[src/rtl/des_pkg.sv]
`default_nettype none
// ============================================================================
//  Module      : des_pkg
//  Description : Shared DES key-schedule constants: PC-1 and PC-2 selection
//                tables (1-based DES bit numbers), per-round left-shift
//                schedule, FSM state encoding and rotation helpers.
//  Revision    : 1.0 - initial release
// ============================================================================
package des_pkg;

    // PC-1: entry i gives the DES key bit (1..64, bit 1 = MSB) that lands in
    // PC-1 output bit i+1.
    localparam logic [5:0] PC1_TABLE [56] = '{
        6'd57, 6'd49, 6'd41, 6'd33, 6'd25, 6'd17, 6'd9,
        6'd1,  6'd58, 6'd50, 6'd42, 6'd34, 6'd26, 6'd18,
        6'd10, 6'd2,  6'd59, 6'd51, 6'd43, 6'd35, 6'd27,
        6'd19, 6'd11, 6'd3,  6'd60, 6'd52, 6'd44, 6'd36,
        6'd63, 6'd55, 6'd47, 6'd39, 6'd31, 6'd23, 6'd15,
        6'd7,  6'd62, 6'd54, 6'd46, 6'd38, 6'd30, 6'd22,
        6'd14, 6'd6,  6'd61, 6'd53, 6'd45, 6'd37, 6'd29,
        6'd21, 6'd13, 6'd5,  6'd28, 6'd20, 6'd12, 6'd4
    };

    // PC-2: entry i gives the C/D bit (1..56, bit 1 = C MSB) that lands in
    // subkey bit i+1.
    localparam logic [5:0] PC2_TABLE [48] = '{
        6'd14, 6'd17, 6'd11, 6'd24, 6'd1,  6'd5,
        6'd3,  6'd28, 6'd15, 6'd6,  6'd21, 6'd10,
        6'd23, 6'd19, 6'd12, 6'd4,  6'd26, 6'd8,
        6'd16, 6'd7,  6'd27, 6'd20, 6'd13, 6'd2,
        6'd41, 6'd52, 6'd31, 6'd37, 6'd47, 6'd55,
        6'd30, 6'd40, 6'd51, 6'd45, 6'd33, 6'd48,
        6'd44, 6'd49, 6'd39, 6'd56, 6'd34, 6'd53,
        6'd46, 6'd42, 6'd50, 6'd36, 6'd29, 6'd32
    };

    // Left-rotation amount for rounds 1..16 (index 0 = round 1).
    localparam logic [1:0] SHIFT_SCHED [16] = '{
        2'd1, 2'd1, 2'd2, 2'd2, 2'd2, 2'd2, 2'd2, 2'd2,
        2'd1, 2'd2, 2'd2, 2'd2, 2'd2, 2'd2, 2'd2, 2'd1
    };

    typedef enum logic [1:0] {
        IDLE = 2'd0,
        ROT  = 2'd1,
        OUT  = 2'd2,
        DONE = 2'd3
    } state_t;

    // Bit 27 is DES bit 1, so a DES "left shift" moves bits toward the MSB.
    function automatic logic [27:0] rotl28(input logic [27:0] c, input logic [4:0] s);
        logic [55:0] t;
        t = {c, c} << s;
        return t[55:28];
    endfunction

    function automatic logic [27:0] rotr28(input logic [27:0] c, input logic [4:0] s);
        logic [55:0] t;
        t = {c, c} >> s;
        return t[27:0];
    endfunction

    // Total left rotation after n rounds, folded mod 28 (zero for n = 16).
    function automatic logic [4:0] pre_shift(input int n);
        int s;
        s = 0;
        for (int i = 0; i < 16; i++) begin
            if (i < n) s += int'(SHIFT_SCHED[i]);
        end
        return 5'(s % 28);
    endfunction

endpackage
`default_nettype wire

[src/rtl/des_pc2.sv]
`default_nettype none
// ============================================================================
//  Module      : des_pc2
//  Description : Combinational PC-2 compression permutation, 56 -> 48 bits.
//  Ports       : cd     in  56  {C,D}, cd[55] = C/D bit 1
//                subkey out 48  subkey[47] = PC-2 output bit 1
//  Revision    : 1.0 - initial release
// ============================================================================
module des_pc2
    import des_pkg::*;
(
    input  logic [55:0] cd,
    output logic [47:0] subkey
);

    for (genvar g = 0; g < 48; g++) begin : g_pc2
        assign subkey[47-g] = cd[6'd56 - PC2_TABLE[g]];
    end

    // C/D bits 9,18,22,25,35,38,43,54 are dropped by PC-2.
    logic w_unused_cd;
    assign w_unused_cd = ^{cd[47], cd[38], cd[34], cd[31], cd[21], cd[18], cd[13], cd[2]};

endmodule
`default_nettype wire

[src/rtl/des_key_schedule.sv]
`default_nettype none
// ============================================================================
//  Module      : des_key_schedule
//  Description : DES key-schedule engine. Loads PC1(key_in) into C/D on
//                start, then streams round subkeys K1..KN (encrypt) or
//                KN..K1 (decrypt) over a valid/ready handshake.
//  Parameters  : NUM_ROUNDS  rounds emitted (1..16)
//                OUT_REG     1: registered subkey outputs, 0: direct from C/D
//  Ports       : clk, rst_n (sync, active low)
//                start, decrypt, key_in[63:0]   job request
//                subkey_ready                   consumer accept
//                subkey_valid, subkey[47:0], round_idx[3:0]  subkey stream
//                busy, done                     job status
//  Revision    : 1.0 - initial release
// ============================================================================
module des_key_schedule
    import des_pkg::*;
#(
    parameter int NUM_ROUNDS = 16,
    parameter bit OUT_REG    = 1'b1
)(
    input  logic        clk,
    input  logic        rst_n,
    input  logic        start,
    input  logic        decrypt,
    input  logic [63:0] key_in,
    input  logic        subkey_ready,
    output logic        subkey_valid,
    output logic [47:0] subkey,
    output logic [3:0]  round_idx,
    output logic        busy,
    output logic        done
);

    localparam logic [4:0] PRE_SHIFT = pre_shift(NUM_ROUNDS);
    localparam bit         NEED_PRE  = (NUM_ROUNDS < 16);
    localparam logic [3:0] LAST_IDX  = 4'(NUM_ROUNDS - 1);

    state_t      r_state;
    logic [55:0] r_cd;
    logic [3:0]  r_rnd;      // 0-based round of the subkey C/D currently holds
    logic        r_dec;
    logic        r_first;
    logic        r_pre;
    logic        r_busy;
    logic        r_done;

    logic [55:0] w_pc1;
    logic [47:0] w_pc2;
    logic [55:0] w_cd_rot;
    logic [3:0]  w_undo_idx;
    logic        w_last;
    logic        w_hs;

    // key_in[n] is DES key bit n; PC-1 never selects the parity bits.
    for (genvar g = 0; g < 56; g++) begin : g_pc1
        assign w_pc1[55-g] = key_in[PC1_TABLE[g]];
    end

    logic w_unused_parity;
    assign w_unused_parity = ^{key_in[0], key_in[8], key_in[16], key_in[24],
                               key_in[32], key_in[40], key_in[48], key_in[56]};

    des_pc2 u_pc2 (
        .cd     (r_cd),
        .subkey (w_pc2)
    );

    // In decrypt, stepping back from K(j+2) to K(j+1) undoes round j+2's
    // left shift; r_rnd already holds j at that point.
    assign w_undo_idx = r_rnd + 4'd1;
    assign w_last     = r_dec ? (r_rnd == 4'd0) : (r_rnd == LAST_IDX);
    assign w_hs       = subkey_valid & subkey_ready;

    always_comb begin
        w_cd_rot = r_cd;
        if (!r_dec) begin
            w_cd_rot = {rotl28(r_cd[55:28], {3'b000, SHIFT_SCHED[r_rnd]}),
                        rotl28(r_cd[27:0],  {3'b000, SHIFT_SCHED[r_rnd]})};
        end else if (r_pre) begin
            w_cd_rot = {rotl28(r_cd[55:28], PRE_SHIFT),
                        rotl28(r_cd[27:0],  PRE_SHIFT)};
        end else if (!r_first) begin
            w_cd_rot = {rotr28(r_cd[55:28], {3'b000, SHIFT_SCHED[w_undo_idx]}),
                        rotr28(r_cd[27:0],  {3'b000, SHIFT_SCHED[w_undo_idx]})};
        end
    end

    always_ff @(posedge clk) begin
        if (!rst_n) begin
            r_state <= IDLE;
            r_cd    <= '0;
            r_rnd   <= '0;
            r_dec   <= 1'b0;
            r_first <= 1'b0;
            r_pre   <= 1'b0;
            r_busy  <= 1'b0;
            r_done  <= 1'b0;
        end else begin
            r_done <= 1'b0;
            case (r_state)
                IDLE: begin
                    if (start) begin
                        r_cd    <= w_pc1;
                        r_dec   <= decrypt;
                        r_rnd   <= decrypt ? LAST_IDX : 4'd0;
                        r_first <= 1'b1;
                        r_pre   <= decrypt & NEED_PRE;
                        r_busy  <= 1'b1;
                        r_state <= ROT;
                    end
                end
                ROT: begin
                    r_cd <= w_cd_rot;
                    if (r_dec && r_pre) begin
                        // Extra ROT cycle: C/D now jump forward to C_N/D_N.
                        r_pre <= 1'b0;
                    end else begin
                        r_first <= 1'b0;
                        r_state <= OUT;
                    end
                end
                OUT: begin
                    if (w_hs) begin
                        if (w_last) begin
                            r_done  <= 1'b1;
                            r_state <= DONE;
                        end else begin
                            r_rnd   <= r_dec ? (r_rnd - 4'd1) : (r_rnd + 4'd1);
                            r_state <= ROT;
                        end
                    end
                end
                DONE: begin
                    r_busy  <= 1'b0;
                    r_state <= IDLE;
                end
                default: r_state <= IDLE;
            endcase
        end
    end

    assign busy = r_busy;
    assign done = r_done;

    if (OUT_REG) begin : g_out_reg
        logic        r_sk_valid;
        logic [47:0] r_subkey;
        logic [3:0]  r_idx;

        // Valid drops in the same edge as the accepting handshake so a
        // subkey is never presented twice.
        always_ff @(posedge clk) begin
            if (!rst_n) begin
                r_sk_valid <= 1'b0;
                r_subkey   <= '0;
                r_idx      <= '0;
            end else begin
                r_sk_valid <= (r_state == OUT) && !w_hs;
                if (r_state == OUT) begin
                    r_subkey <= w_pc2;
                    r_idx    <= r_rnd;
                end
            end
        end

        assign subkey_valid = r_sk_valid;
        assign subkey       = r_subkey;
        assign round_idx    = r_idx;
    end else begin : g_out_comb
        assign subkey_valid = (r_state == OUT);
        assign subkey       = w_pc2;
        assign round_idx    = r_rnd;
    end

endmodule
`default_nettype wire

[config.mk]
export PLATFORM = sky130hd
export DESIGN_NAME = des_key_schedule
export DESIGN_NICKNAME = d
export VERILOG_FILES = /design/src/rtl/des_pkg.sv /design/src/rtl/des_pc2.sv /design/src/rtl/des_key_schedule.sv
export SDC_FILE = /design/constraint.sdc
export NUM_CORES = 1
export LEC_CHECK = 0
export CORE_ASPECT_RATIO = 2
export CORE_MARGIN = 2
export CORE_UTILIZATION = 40
export DETAILED_ROUTE_END_ITERATION = 7
export GPL_TIMING_DRIVEN = 0
export PLACE_DENSITY = 0.65
export RECOVER_POWER = 100
export SYNTH_ARGS = -nofsm -noshare
export SYNTH_HDL_FRONTEND = slang
export SYNTH_HIERARCHICAL = 1
export SYNTH_SLANG_ARGS = --single-unit
export TNS_END_PERCENT = 100
[constraint.sdc]
create_clock -name clk -period 2.2 [get_ports clk]
set_input_delay 0.44 -clock clk [delete_from_list [all_inputs] [get_ports clk]]
set_output_delay 0.44 -clock clk [all_outputs]
set_load 0.03 [all_outputs]
# == Word-level counts from Yosys, hierarchy flattened ==
# Memories as Yosys holds them, arrays and structs flattened.
# Index checks and enable logic that the tools add are counted.
# W data, S select, Z words.
# word_totals
reg_bits,120
rom_bits,64
inputBits,69
output_inout_bits,55
wordCells,80
mem_count,2
# op_classes
add_sub_neg,2
n_lt_le_gt_ge,2
eq_ne,11
n_shift,4
mux,29
bitwise_logic,3
reduce_logical,16
# mem_list
name,words,word_bits,read_ports,rd_ports_with_merged_regs,write_ports,line,source
(no name shown),16,2,1,0,0,des_key_schedule.sv:85,"rotr28(r_cd[27:0], {3'b000, SHIFT_SCHED[w_undo_idx]})};"
(no name shown),16,2,1,0,0,des_key_schedule.sv:79,"rotl28(r_cd[27:0], {3'b000, SHIFT_SCHED[r_rnd]})};"
# op_table
cell,n
$mux W56,4
$pmux W56 S2,1
$shl A56 B2 Y56,2
$shr A56 B2 Y28,2
$mux W4,5
$mux W2,8
$reduce_and A3 Y1,4
$ge A5 B5 Y1 const B,2
$ne A2 B2 Y1 const B,5
$not A4 Y5,2
$pmux W2 S4,1
$pmux W4 S2,1
$reduce_and A4 Y1,2
$mux W1,6
$ne A3 B3 Y1 const B,2
$pmux W1 S2,3
$reduce_bool A2 Y1,3
$add A4 B1 Y4 const B,1
$eq A2 B2 Y1 const B,2
$eq A4 B4 Y1 const B,1
$logic_not A4 Y1,1
$reduce_and A2 Y1,2
$sub A4 B1 Y4 const B,1
$eq A2 B1 Y1 const B,1
4 further kinds,5

# == Longest topological paths before layout ==
# Gate-level depths: netlist of the first run.
# logic_depth
ltp_word,10
mapped_depth,11
mapped_depth_nobuf,8

# == Modules after synthesis ==
# The synthesis of the first run kept the hierarchy.
# modules_own_cells
module,instances,cells_each,area_per_inst_um2,seq_area_each_um2
des_key_schedule,1,929,7148.1,2382.3
des_pc2,1,48,360.3,0.0

# == Least setup slack after synthesis of the first run ==
# OpenSTA, ideal clock, no wires.
# synth_timing
path_type,reg2reg
start,register r_rnd[0]
end,register r_cd[29]
setup_ns,0.120
arrival_ns,1.980
t_required_ns,2.080
setup_slack_ns,0.100
path_stages_with_launch,11
path_buffers,2
period_less_slack_ns,2.100
path_cell_list,dfxtp_1 -> inv_1 -> ha_1 -> nor3_1 -> a311oi_1 -> nand2b_1 -> buf_2 -> buf_2 -> nor2_1 -> mux2i_1 -> a211o_1
# synth_via
elab_chain_len,10
elab_cells_between_ends,15
cone_classes,1 x add/sub; 2 x shift; 8 x mux; 2 x bitwise; 2 x memory
# synth_rtl
item,line,source
from (decl),des_key_schedule.sv:41,logic [3:0] r_rnd;
from (signal assigned),des_key_schedule.sv:106,r_rnd <= decrypt ? LAST_IDX : 4'd0;
from (signal assigned),des_key_schedule.sv:129,r_rnd <= r_dec ? (r_rnd - 4'd1) : (r_rnd + 4'd1);
$add A4 B1 Y4,des_key_schedule.sv:71,assign w_undo_idx = r_rnd + 4'd1;
$not A4 Y5 (not written as such),des_key_schedule.sv:84,"w_cd_rot = {rotr28(r_cd[55:28], {3'b000, SHIFT_SCHED[w_undo_idx]}),"
$mem_v2 Z16 W2,n/a,
$mux W2 (2 in series),n/a,
$shr A56 B2 Y28,des_pkg.sv:59,"t = {c, c} >> s;"
$mux W56,des_key_schedule.sv:83,end else if (!r_first) begin
$mux W56,des_key_schedule.sv:80,end else if (r_pre) begin
$mux W56 (*),des_key_schedule.sv:77,if (!r_dec) begin
$pmux W56 S2 (*),des_key_schedule.sv:101,case (r_state)
to (signal assigned),des_key_schedule.sv:104,r_cd <= w_pc1;
to (signal assigned),des_key_schedule.sv:114,r_cd <= w_cd_rot;
to (decl),des_key_schedule.sv:40,logic [55:0] r_cd;
# Mark *: on every way between the ends. The rest lies on a longest branch, timed or not. The select of a mux whose other input is x is not followed.
# A chain may end at the register's enable or synchronous reset.

# == Final worst setup path of the first run ==
# layout_timing
start,register r_rnd[0]
end,register r_cd[15]
# layout_via
elab_chain_len,10
elab_cells_between_ends,15
cone_classes,1 x add/sub; 2 x shift; 8 x mux; 2 x bitwise; 2 x memory
# layout_rtl
item,line
$add A4 B1 Y4,des_key_schedule.sv:71
$not A4 Y5 (not written as such),des_key_schedule.sv:85
$mem_v2 Z16 W2,n/a
$mux W2 (not written as such) (2 in series),des_key_schedule.sv:85
$shr A56 B2 Y28,des_pkg.sv:59
$mux W56,des_key_schedule.sv:83
$mux W56,des_key_schedule.sv:80
$mux W56 (*),des_key_schedule.sv:77
$pmux W56 S2 (*),des_key_schedule.sv:101
# Marks and branches as above.

==> flow_metrics.py, run 1 <==
metrics = {
    "global_route": {
        "grt_usage_pct": 27.1,
        "grt_start_max_net_pins": 17,
        "grt_overflow_total": 0,
        "grt_antenna_before_repair": 0,
        "grt_pass1_wl_mm": 41.3,
        "grt_pass1_vias": 7723,
    },
    "layout": {
        "final_core_util_pct": 58.3,
        "finish.net_count": 1211,
        "num_antenna_cells": 0,
        "fin_cells": 1365,
        "drive_gt1_share_pct": 24.4,
        "area_delta_synth_final_pct": 42.2,
    },
    "job": {
        "cap_violations": 0,
    },
    "critical_path": {
        "critPathLaunchType": "flop",
        "required_ns": 2.56,
        "critPathKind": "flop to flop",
        "crit_fanout": 7,
        "endpoint_kind": "flop",
        "reg2regPathDepth": 11,
        "cp.arrival_ns": 2.63,
    },
    "status": {
        "violations": "negative setup slack",
        "status": "finished with violations",
    },
    "clock_tree": {
        "cts_tree": "done",
        "clock_path_buffers": 2,
        "cts_root_buffer": "clkbuf_16",
        "hold_buffers": 0,
        "numCtsBuffers": 17,
        "h-tree-depth": 4,
        "clkSinkCount": 119,
        "insertion_delay_ns": 0.43,
        "clk_pin_slew_ns": 0.06,
    },
    "synthesis": {
        "yosysWarnings": 6,
        "ys_types": 62,
        "synthTopCellsByArea": "dfxtp_1 32%, nand2_1 11%, mux2i_1 8.3%, a21oi_1 7.7%, a221oi_1 5.2%",
        "syn_area_per_cell_um2": 7.69,
        "synthFlopType": "dfxtp_1",
        "postSynthCellCount": 977,
        "ys_seq_elements": 119,
        "async_flop_share_pct": 0,
        "synth_edf_count": 0,
        "seq_area_frac_synth_pct": 31.7,
        "synth_top_area_share_pct": 31.7,
        "syn_area_mm2": 0.00751,
        "synth_nets": 1052,
        "synth_area_leader_cell": "dfxtp_1",
        "synth.top_cells.by_count": "212 x nand2_1, 119 x dfxtp_1, 116 x a21oi_1",
        "synth.most_common_cell": "nand2_1",
    },
    "placement": {
        "gp_congestion": 0.950,
        "dp_hpwl_mm": 19.5,
        "place_inst": 1308,
        "port_buffers": 115,
    },
    "power_and_ir_drop": {
        "p_per_area_mw_per_mm2": 781,
        "power_leakage_nw": 4.32,
        "peakVddDrop_v": 0.000576,
        "finalPower_mw": 8.34,
    },
    "timing": {
        "period_share_pct": 103,
        "relSlewSlack_pct": 47.2,
        "period_minus_slack_ns": 2.27,
        "tns_ns": -0.909,
        "hold_viol_final": 0,
        "finClkSkew_ns": 0.0102,
        "finalSetupViolCount": 25,
        "fmax_mhz": 440,
        "rsz0062_at_grt": "yes",
        "setup_slack_ns": -0.0746,
        "slew_viol_final": 0,
        "worst_pin_slew_ns": 0.792,
    },
    "routing": {
        "drt_iter0_drc": 528,
        "avgViaCountPerCell": 5.96,
        "wl_per_cell_um": 20.7,
        "postRouteAntennaNets": 0,
        "wl_mm": 28.2,
        "vias": 8141,
        "drc_errors": 0,
        "drt_pass1_iterations": 5,
    },
    "hold_path": {
        "hold_class": "flop to flop",
        "whs_path_depth": 2,
    },
    "floorplan": {
        "ios": 124,
        "initial_core_util_pct": 41.0,
        "rows": 70,
        "die-area_mm2": 0.0200,
        "die_h_um": 198,
        "coreArea_mm2": 0.0183,
        "dieWidth_um": 101,
    },
}
[cell families (layout without fill, tap and decap cells)]
family,Yosys count,count (layout),synth area share (%)
AND/OR/NAND/NOR,375,375,22.5
AO/OA/AOI/OAI,266,266,24.1
buffers and inverters,142,314,11.4
flip-flops,119,119,31.7
multiplexers,66,66,8.87
adder cells (fa/ha/maj),6,6,1.00
XOR/XNOR,3,3,0.350
[power breakdown]
part | switching [mW] | internal, mW
sequential | 0.298 | 2.32
clock | 1.14 | 1.73
combinational | 1.53 | 1.32
total | 2.96 | 5.37
[per-stage QoR]
step,area [µm²],hold slack [ns],setup WS [ns]
5_1_grt,10700,0.468,-0.156
4_1_cts,9680,0.454,0.00122
3_3_place_gp,8930,0.442,-0.764
6_report,10700,0.448,-0.0746
3_5_place_dp,8930,0.446,-0.753
2_1_floorplan,7510,0.484,0.0999
[routing by layer]
metal	part of all wire [%]	vias to the layer above	global-route usage, %
li1	-	3799	-
met1	36	3860	28.0
met2	52	368	48.4
met3	5.1	114	3.92
met4	6.9	0	19.4
met5	0	-	0
[final cells by class]
type	instances	area, µm²
multi-input combinational	716	4920
sequential	119	2390
inverter	6	26.3
fill	1661	7620
buffer	135	986
clock inverter	13	149
tap	216	270
clock buffer	19	453
timing repair buffer	141	1490
[worst paths after layout]
path | start | end | slack [ns]
setup / recovery | r_rnd[0]$_SDFFE_PN0P_ | r_cd[15]$_SDFFE_PN0P_ | -0.07
hold / removal | subkey[2]$_SDFFE_PN0N_ | subkey[2]$_SDFFE_PN0N_ | 0.45
setup reg to reg | r_rnd[0]$_SDFFE_PN0P_ | r_cd[15]$_SDFFE_PN0P_ | -0.07
hold reg to reg | subkey[2]$_SDFFE_PN0N_ | subkey[2]$_SDFFE_PN0N_ | 0.45
[flip-flops by register name, summed over array words and instances (netlist names)]
name / cells
r_state: 2
busy: 1
r_cd: 56
subkey_valid: 1
r_dec: 1
round_idx: 4
subkey: 48
done: 1
r_rnd: 4
r_first: 1
[placed cells by master (no fill, tap or decap), drive strengths merged, types with 19 or more instances in the layout]
| cell | synthesis | layout |
|---|---|---|
| mux2i | 62 | 62 |
| a221oi | 45 | 45 |
| o21ai | 19 | 19 |
| clkdlybuf4s50 | 0 | 60 |
| dlygate4sd3 | 0 | 55 |
| a21oi | 116 | 116 |
| clkbuf | 49 | 82 |
| nor2 | 26 | 26 |
| buf | 87 | 98 |
| nand2 | 212 | 212 |
| and3 | 51 | 51 |
| dfxtp | 119 | 119 |
| nand3 | 52 | 52 |
| o2bb2ai | 45 | 45 |
[what timing repair did]
| action | CTS | global route |
|---|---|---|
| cloned | 0 | 7 |
| buffers inserted | 3 | 16 |
| pin swaps | 3 | 52 |
| endpoints found under the setup margin | 67 | 103 |
| resized for setup | 32 | 197 |
[critical path, stage by stage, from the launching register on]
cell,delay [ns]
dfxtp_4,0.40
clkinvlp_4,0.14
ha_4,0.30
nor3_2,0.04
a311oi_2,0.37
nand2b_4,0.26
buf_12,0.16
buf_12,0.11
clkbuf_16,0.14
nand2_1,0.05
nand3_1,0.10
o2bb2ai_1,0.12
No activity file was read; power rests on OpenSTA's default activity.
==> run 2, diff against run 1 <==
--- a/config.mk
+++ b/config.mk
@@ -8,6 +8,7 @@
 export CORE_ASPECT_RATIO = 2
 export CORE_MARGIN = 2
 export CORE_UTILIZATION = 40
+export CTS_BUF_LIST = sky130_fd_sc_hd__clkbuf_4 sky130_fd_sc_hd__clkbuf_8
 export DETAILED_ROUTE_END_ITERATION = 7
 export GPL_TIMING_DRIVEN = 0
 export PLACE_DENSITY = 0.65
==> run 2 against run 1 <==
  * The run still ends with negative setup slack left
  * Sequential power hardly changed
  * Fmax increased by 0.16%
  * Sequential share of layout area rose by 1.5 points
  * Wire length fell by 2.8%
  * Global-route usage is 0.20 points lower
  * Combinational power is 9.5% lower
  * Critical path depth shrank 2
  * Die area unchanged
  * Clock-buffer cell count unchanged
  * First-iteration DRC count is 4.0% lower
  * Critical path type unchanged
  * Critical endpoint is now r_cd[32]$_SDFFE_PN0P_
  * Largest cell class unchanged
==> flow_metrics.py, run 2 (synthesized netlist as in run 1, its figures left out) <==
metrics = {
    "clock_tree": {
        "cts_tree": "done",
        "cts_root_buffer": "clkbuf_8",
        "insertion_delay_ns": 0.47,
        "h-tree-depth": 4,
        "clock_path_buffers": 2,
        "clk_pin_slew_ns": 0.08,
        "clkSinkCount": 119,
        "hold_buffers": 0,
        "numCtsBuffers": 17,
    },
    "power_and_ir_drop": {
        "finalPower_mw": 7.29,
        "peakVddDrop_v": 0.000415,
        "power_leakage_nw": 3.97,
        "p_per_area_mw_per_mm2": 727,
    },
    "timing": {
        "slew_viol_final": 0,
        "period_minus_slack_ns": 2.27,
        "rsz0062_at_grt": "yes",
        "relSlewSlack_pct": 52.9,
        "period_share_pct": 103,
        "fmax_mhz": 440,
        "holdWs_ns": 0.450,
        "setup_slack_ns": -0.0710,
        "finClkSkew_ns": 0.0112,
        "finalSetupViolCount": 14,
        "worst_pin_slew_ns": 0.707,
        "tns_ns": -0.522,
        "hold_viol_final": 0,
    },
    "placement": {
        "place_inst": 1308,
        "port_buffers": 115,
        "dp_hpwl_mm": 19.5,
        "gp_congestion": 0.950,
    },
    "layout": {
        "regArea_mm2": 0.00239,
        "num-fill-cells": 1763,
        "final_cell_mix": "208 x nand2_1, 117 x dfxtp_1, 115 x a21oi_1",
        "area_delta_synth_final_pct": 33.4,
        "largest_reg_flops": 56,
        "fin_cells": 1358,
        "num_antenna_cells": 0,
        "finish.net_count": 1204,
        "final_common_cell": "nand2_1",
        "drive_gt1_share_pct": 18.9,
        "top_register": "r_cd",
        "multi_input_comb_area_mm2": 0.00459,
    },
    "global_route": {
        "grt_overflow_total": 0,
        "grt_pass1_vias": 7697,
        "grt_usage_pct": 26.9,
        "grt_pass1_wl_mm": 41.0,
        "grt_start_max_net_pins": 17,
        "grt_antenna_before_repair": 0,
    },
    "floorplan": {
        "initial_core_util_pct": 41.0,
        "coreArea_mm2": 0.0183,
        "die-area_mm2": 0.0200,
        "ios": 124,
        "rows": 70,
        "dieWidth_um": 101,
        "die_h_um": 198,
    },
    "critical_path": {
        "critPathLaunchType": "flop",
        "required_ns": 2.54,
        "setup.worst_path.start": "r_rnd[0]$_SDFFE_PN0P_",
        "cp.arrival_ns": 2.61,
        "crit_fanout": 7,
        "reg2regPathDepth": 9,
        "cp_cell_sequence": "clkinvlp_4 > ha_4 > nor3_2 > a311oi_2 > nand2b_4 > buf_12 > mux2i_1 > a2bb2oi_1 > o21ai_1",
        "worstReg2RegStart": "r_rnd[0]$_SDFFE_PN0P_",
        "critPathKind": "flop to flop",
        "critPathMaxStageDelay_ns": 0.40,
        "cp-endpoint": "r_cd[32]$_SDFFE_PN0P_",
        "endpoint_kind": "flop",
        "r2r_slack_ns": -0.07,
        "cp_slowest_cell": "dfxtp_4",
        "r2r_end": "r_cd[32]$_SDFFE_PN0P_",
    },
    "routing": {
        "wl_per_cell_um": 20.2,
        "wl_mm": 27.4,
        "drt_pass1_iterations": 5,
        "avgViaCountPerCell": 5.88,
        "drt_iter0_drc": 507,
        "vias": 7987,
        "drc_errors": 0,
        "postRouteAntennaNets": 0,
    },
    "status": {
        "status": "finished with violations",
        "violations": "negative setup slack",
    },
    "job": {
        "cap_violations": 0,
    },
    "hold_path": {
        "hold_class": "flop to flop",
    },
}
## run 2: worst min path at each step
stage                     cells past startpoint                      start  slack (ns)                        end
after floorplan                               2       r_first$_SDFFE_PN0P_        0.48       r_first$_SDFFE_PN0P_
after global placement                        2    subkey[11]$_SDFFE_PN0N_        0.44    subkey[11]$_SDFFE_PN0N_
after detailed placement                      2     subkey[8]$_SDFFE_PN0N_        0.45     subkey[8]$_SDFFE_PN0N_
after CTS                                     2  round_idx[3]$_SDFFE_PN0N_        0.46  round_idx[3]$_SDFFE_PN0N_
after global routing                          2     subkey[2]$_SDFFE_PN0N_        0.47     subkey[2]$_SDFFE_PN0N_
final                                         2     subkey[1]$_SDFFE_PN0N_        0.45     subkey[1]$_SDFFE_PN0N_
## run 2: timing repair
action,4_1_cts,5_1_grt
setup endpoints to repair,68,101
resized for setup,30,120
pin swaps,4,13
gates cloned,0,4
buffers inserted,3,11
## run 2: area by class of cell
cell class | instances | share of cell area (%)
inverters | 6 | 0.262
multi-input cells | 716 | 45.8
flip-flops and latches | 119 | 23.9
repair buffers | 133 | 13.6
clock buffers | 19 | 2.61
plain buffers | 136 | 9.70
clock inverters | 13 | 1.49
well taps | 216 | 2.70
## run 2: metrics by stage
step	instance area (µm²)	util (%)	setup WS, ns
finish	10000	54.7	-0.0710
global route	10000	54.7	-0.193
CTS	9480	51.8	0.000569
floorplan	7510	-	0.0999
detailed placement	8930	48.8	-0.753
global placement	8930	48.8	-0.764
## run 2: where the power goes
part	switching [mW]	total (mW)	internal [mW]
combinational	1.40	2.58	1.18
sequential	0.283	2.60	2.32
clock	1.04	2.11	1.07
## run 2: critical path: cells and delay by family, from the launching register on
kind            cells  cell delay [ns]
mux                 1             0.19
flops               1             0.40
simple gates        2             0.30
buf+inv             2             0.31
compound gates      3             0.61
fa+ha+maj           1             0.32
## run 2: layer usage
metal	track usage, %	routed length, µm	share of wire [%]	vias to the layer above
met1	27.7	9700	35	3735
met4	18.8	1860	6.8	0
met3	3.95	1510	5.5	113
met5	0	0	0	-
li1	-	-	-	3780
met2	48.3	14400	52	359
==> run 3, diff against run 2 <==
--- a/config.mk
+++ b/config.mk
@@ -11,6 +11,7 @@
 export CTS_BUF_LIST = sky130_fd_sc_hd__clkbuf_4 sky130_fd_sc_hd__clkbuf_8
 export DETAILED_ROUTE_END_ITERATION = 7
 export GPL_TIMING_DRIVEN = 0
+export MAX_ROUTING_LAYER = met4
 export PLACE_DENSITY = 0.65
 export RECOVER_POWER = 100
 export SYNTH_ARGS = -nofsm -noshare
==> run 3 against run 2 <==
  * Via count increased by 0.14%
  * Sequential share of layout area about the same
  * Worst setup slack improved by 0.036 ns
  * Sequential cell count unchanged
  * Critical endpoint is now r_cd[23]$_SDFFE_PN0P_
  * Fmax increased by 1.6%
  * Largest power group unchanged
  * Final cell count unchanged
  * Clock skew increased by 0.0053 ns
  * Register-to-register slack improved by 0.04 ns
  * Power increased by 1.3%
  * Global-route usage increased by 1.4 points
  * Wire length decreased by 0.38%
  * Hold slack improved by 0.0020 ns
  * The run still ends with negative setup slack left
==> flow_metrics.py, run 3 (synthesized netlist as in run 1, its figures left out) <==
metrics = {
    "timing": {
        "hold_viol_final": 0,
        "finalSetupViolCount": 4,
        "fmax_mhz": 447,
        "relSlewSlack_pct": 50.4,
        "finClkSkew_ns": 0.0165,
        "rsz0062_at_grt": "yes",
        "holdWs_ns": 0.452,
        "period_share_pct": 102,
        "setup_slack_ns": -0.0351,
        "worst_pin_slew_ns": 0.744,
        "period_minus_slack_ns": 2.24,
        "slew_viol_final": 0,
    },
    "layout": {
        "final_cell_mix": "211 x nand2_1, 117 x dfxtp_1, 115 x a21oi_1",
        "finish.net_count": 1204,
        "area_delta_synth_final_pct": 33.5,
        "finalInstanceArea_mm2": 0.0100,
        "drive_gt1_share_pct": 19.2,
        "top_register": "r_cd",
        "final_common_cell": "nand2_1",
        "largest_reg_flops": 56,
        "num_antenna_cells": 0,
        "final_core_util_pct": 54.8,
    },
    "floorplan": {
        "coreArea_mm2": 0.0183,
        "initial_core_util_pct": 41.0,
        "rows": 70,
        "die_h_um": 198,
        "ios": 124,
        "die-area_mm2": 0.0200,
        "dieWidth_um": 101,
    },
    "critical_path": {
        "cp.buffers_inverters": 3,
        "critPathMaxStageDelay_ns": 0.41,
        "cp_cell_sequence": "ha_1 > clkbuf_4 > nor2_1 > o311ai_2 > nor2b_1 > buf_6 > buf_6 > nor2_1 > mux2_2 > o21ai_1",
        "endpoint_kind": "flop",
        "crit_family": "buffers and inverters",
        "reg2regPathDepth": 10,
        "critPathLaunchType": "flop",
        "cp.arrival_ns": 2.64,
        "cp_slowest_cell": "dfxtp_4",
        "cp.depth": 10,
        "required_ns": 2.60,
        "critPathKind": "flop to flop",
        "crit_fanout": 10,
    },
    "clock_tree": {
        "hold_buffers": 0,
        "clkSinkCount": 119,
        "numCtsBuffers": 17,
        "cts_root_buffer": "clkbuf_8",
        "clock_path_buffers": 2,
        "cts_tree": "done",
        "clk_pin_slew_ns": 0.08,
        "insertion_delay_ns": 0.48,
        "h-tree-depth": 4,
    },
    "global_route": {
        "grt_overflow_total": 0,
        "grt_pass1_vias": 7752,
        "grt_antenna_before_repair": 0,
        "grt_usage_pct": 28.3,
        "grt_pass1_wl_mm": 42.1,
        "grt_start_max_net_pins": 17,
    },
    "hold_path": {
        "hold_class": "flop to flop",
        "whs_path_depth": 2,
    },
    "placement": {
        "gp_congestion": 0.980,
        "dp_hpwl_mm": 19.6,
        "port_buffers": 115,
        "place_area_mm2": 0.00893,
    },
    "routing": {
        "wl_mm": 27.3,
        "postRouteAntennaNets": 0,
        "drc_errors": 0,
        "vias": 7998,
        "avgViaCountPerCell": 5.89,
        "drt_iter0_drc": 470,
        "wl_per_cell_um": 20.1,
        "drt_pass1_iterations": 5,
    },
    "power_and_ir_drop": {
        "power_leakage_nw": 3.93,
        "finalPower_mw": 7.38,
        "p_per_area_mw_per_mm2": 737,
        "peakVddDrop_v": 0.000405,
    },
    "status": {
        "status": "finished with violations",
        "violations": "negative setup slack",
    },
    "job": {
        "cap_violations": 0,
    },
}
==> run 3: changes by cell type in the layout (fill, tap and decap cells not counted), moves of 6 or more <==
cell	before	now
mux2i_1	52	44
a221oi_2	12	21
a221oi_1	33	24
buf_4	67	73
==> run 3: stage by stage <==
stage | instances | setup slack, ns | setup TNS, ns
final | 1358 | -0.0351 | -0.0531
after global routing | 1358 | -0.121 | -2.85
after CTS | 1344 | 0.00119 | 0
after detailed placement | 1308 | -0.762 | -38.71
after global placement | 1308 | -0.780 | -39.26
after floorplan | 977 | 0.0999 | 0
==> run 3: path summary, 6_finish.rpt <==
kind	start	endpoint	slack, ns
worst max-delay path	r_rnd[0]$_SDFFE_PN0P_	r_cd[23]$_SDFFE_PN0P_	-0.04
worst min register to register	subkey[19]$_SDFFE_PN0N_	subkey[19]$_SDFFE_PN0N_	0.45
worst max register to register	r_rnd[0]$_SDFFE_PN0P_	r_cd[23]$_SDFFE_PN0P_	-0.04
worst min-delay path	subkey[19]$_SDFFE_PN0N_	subkey[19]$_SDFFE_PN0N_	0.45
==> run 3: what timing repair did <==
item                                    4_1_cts  5_1_grt
pin swaps                                     3       16
gates resized for setup                      31      112
endpoints found under the setup margin       70      110
buffers inserted                              4       14
cloned                                        0        2
==> run 3: metal layers <==
| layer | wire length [µm] | GRT usage, % |
|---|---|---|
| met5 | 0 | - |
| met2 | 14400 | 49.7 |
| met3 | 1240 | 4.06 |
| met1 | 10000 | 29.2 |
| met4 | 1650 | 17.0 |
==> run 3: worst reg2reg max path, cell delays in order (launching register included) <==
cell	delay, ns
dfxtp_4	0.41
ha_1	0.15
clkbuf_4	0.19
nor2_1	0.07
o311ai_2	0.33
nor2b_1	0.23
buf_6	0.19
buf_6	0.18
nor2_1	0.05
mux2_2	0.26
o21ai_1	0.10
==> run 3: area by class of cell <==
cell class / count / area [µm²]
multi-input combinational: 716 / 4650
buffer: 134 / 923
clock buffer: 19 / 262
timing repair buffer: 135 / 1330
inverter: 6 / 26.3
tap: 216 / 270
fill: 1760 / 8280
clock inverter: 13 / 170
sequential: 119 / 2390
==> run 3: report_power, final <==
group          total (mW)  switching [mW]  internal [mW]
registers            2.61           0.296           2.32
logic                2.54            1.40           1.14
clock network        2.23            1.04           1.19
total                7.38            2.74           4.65
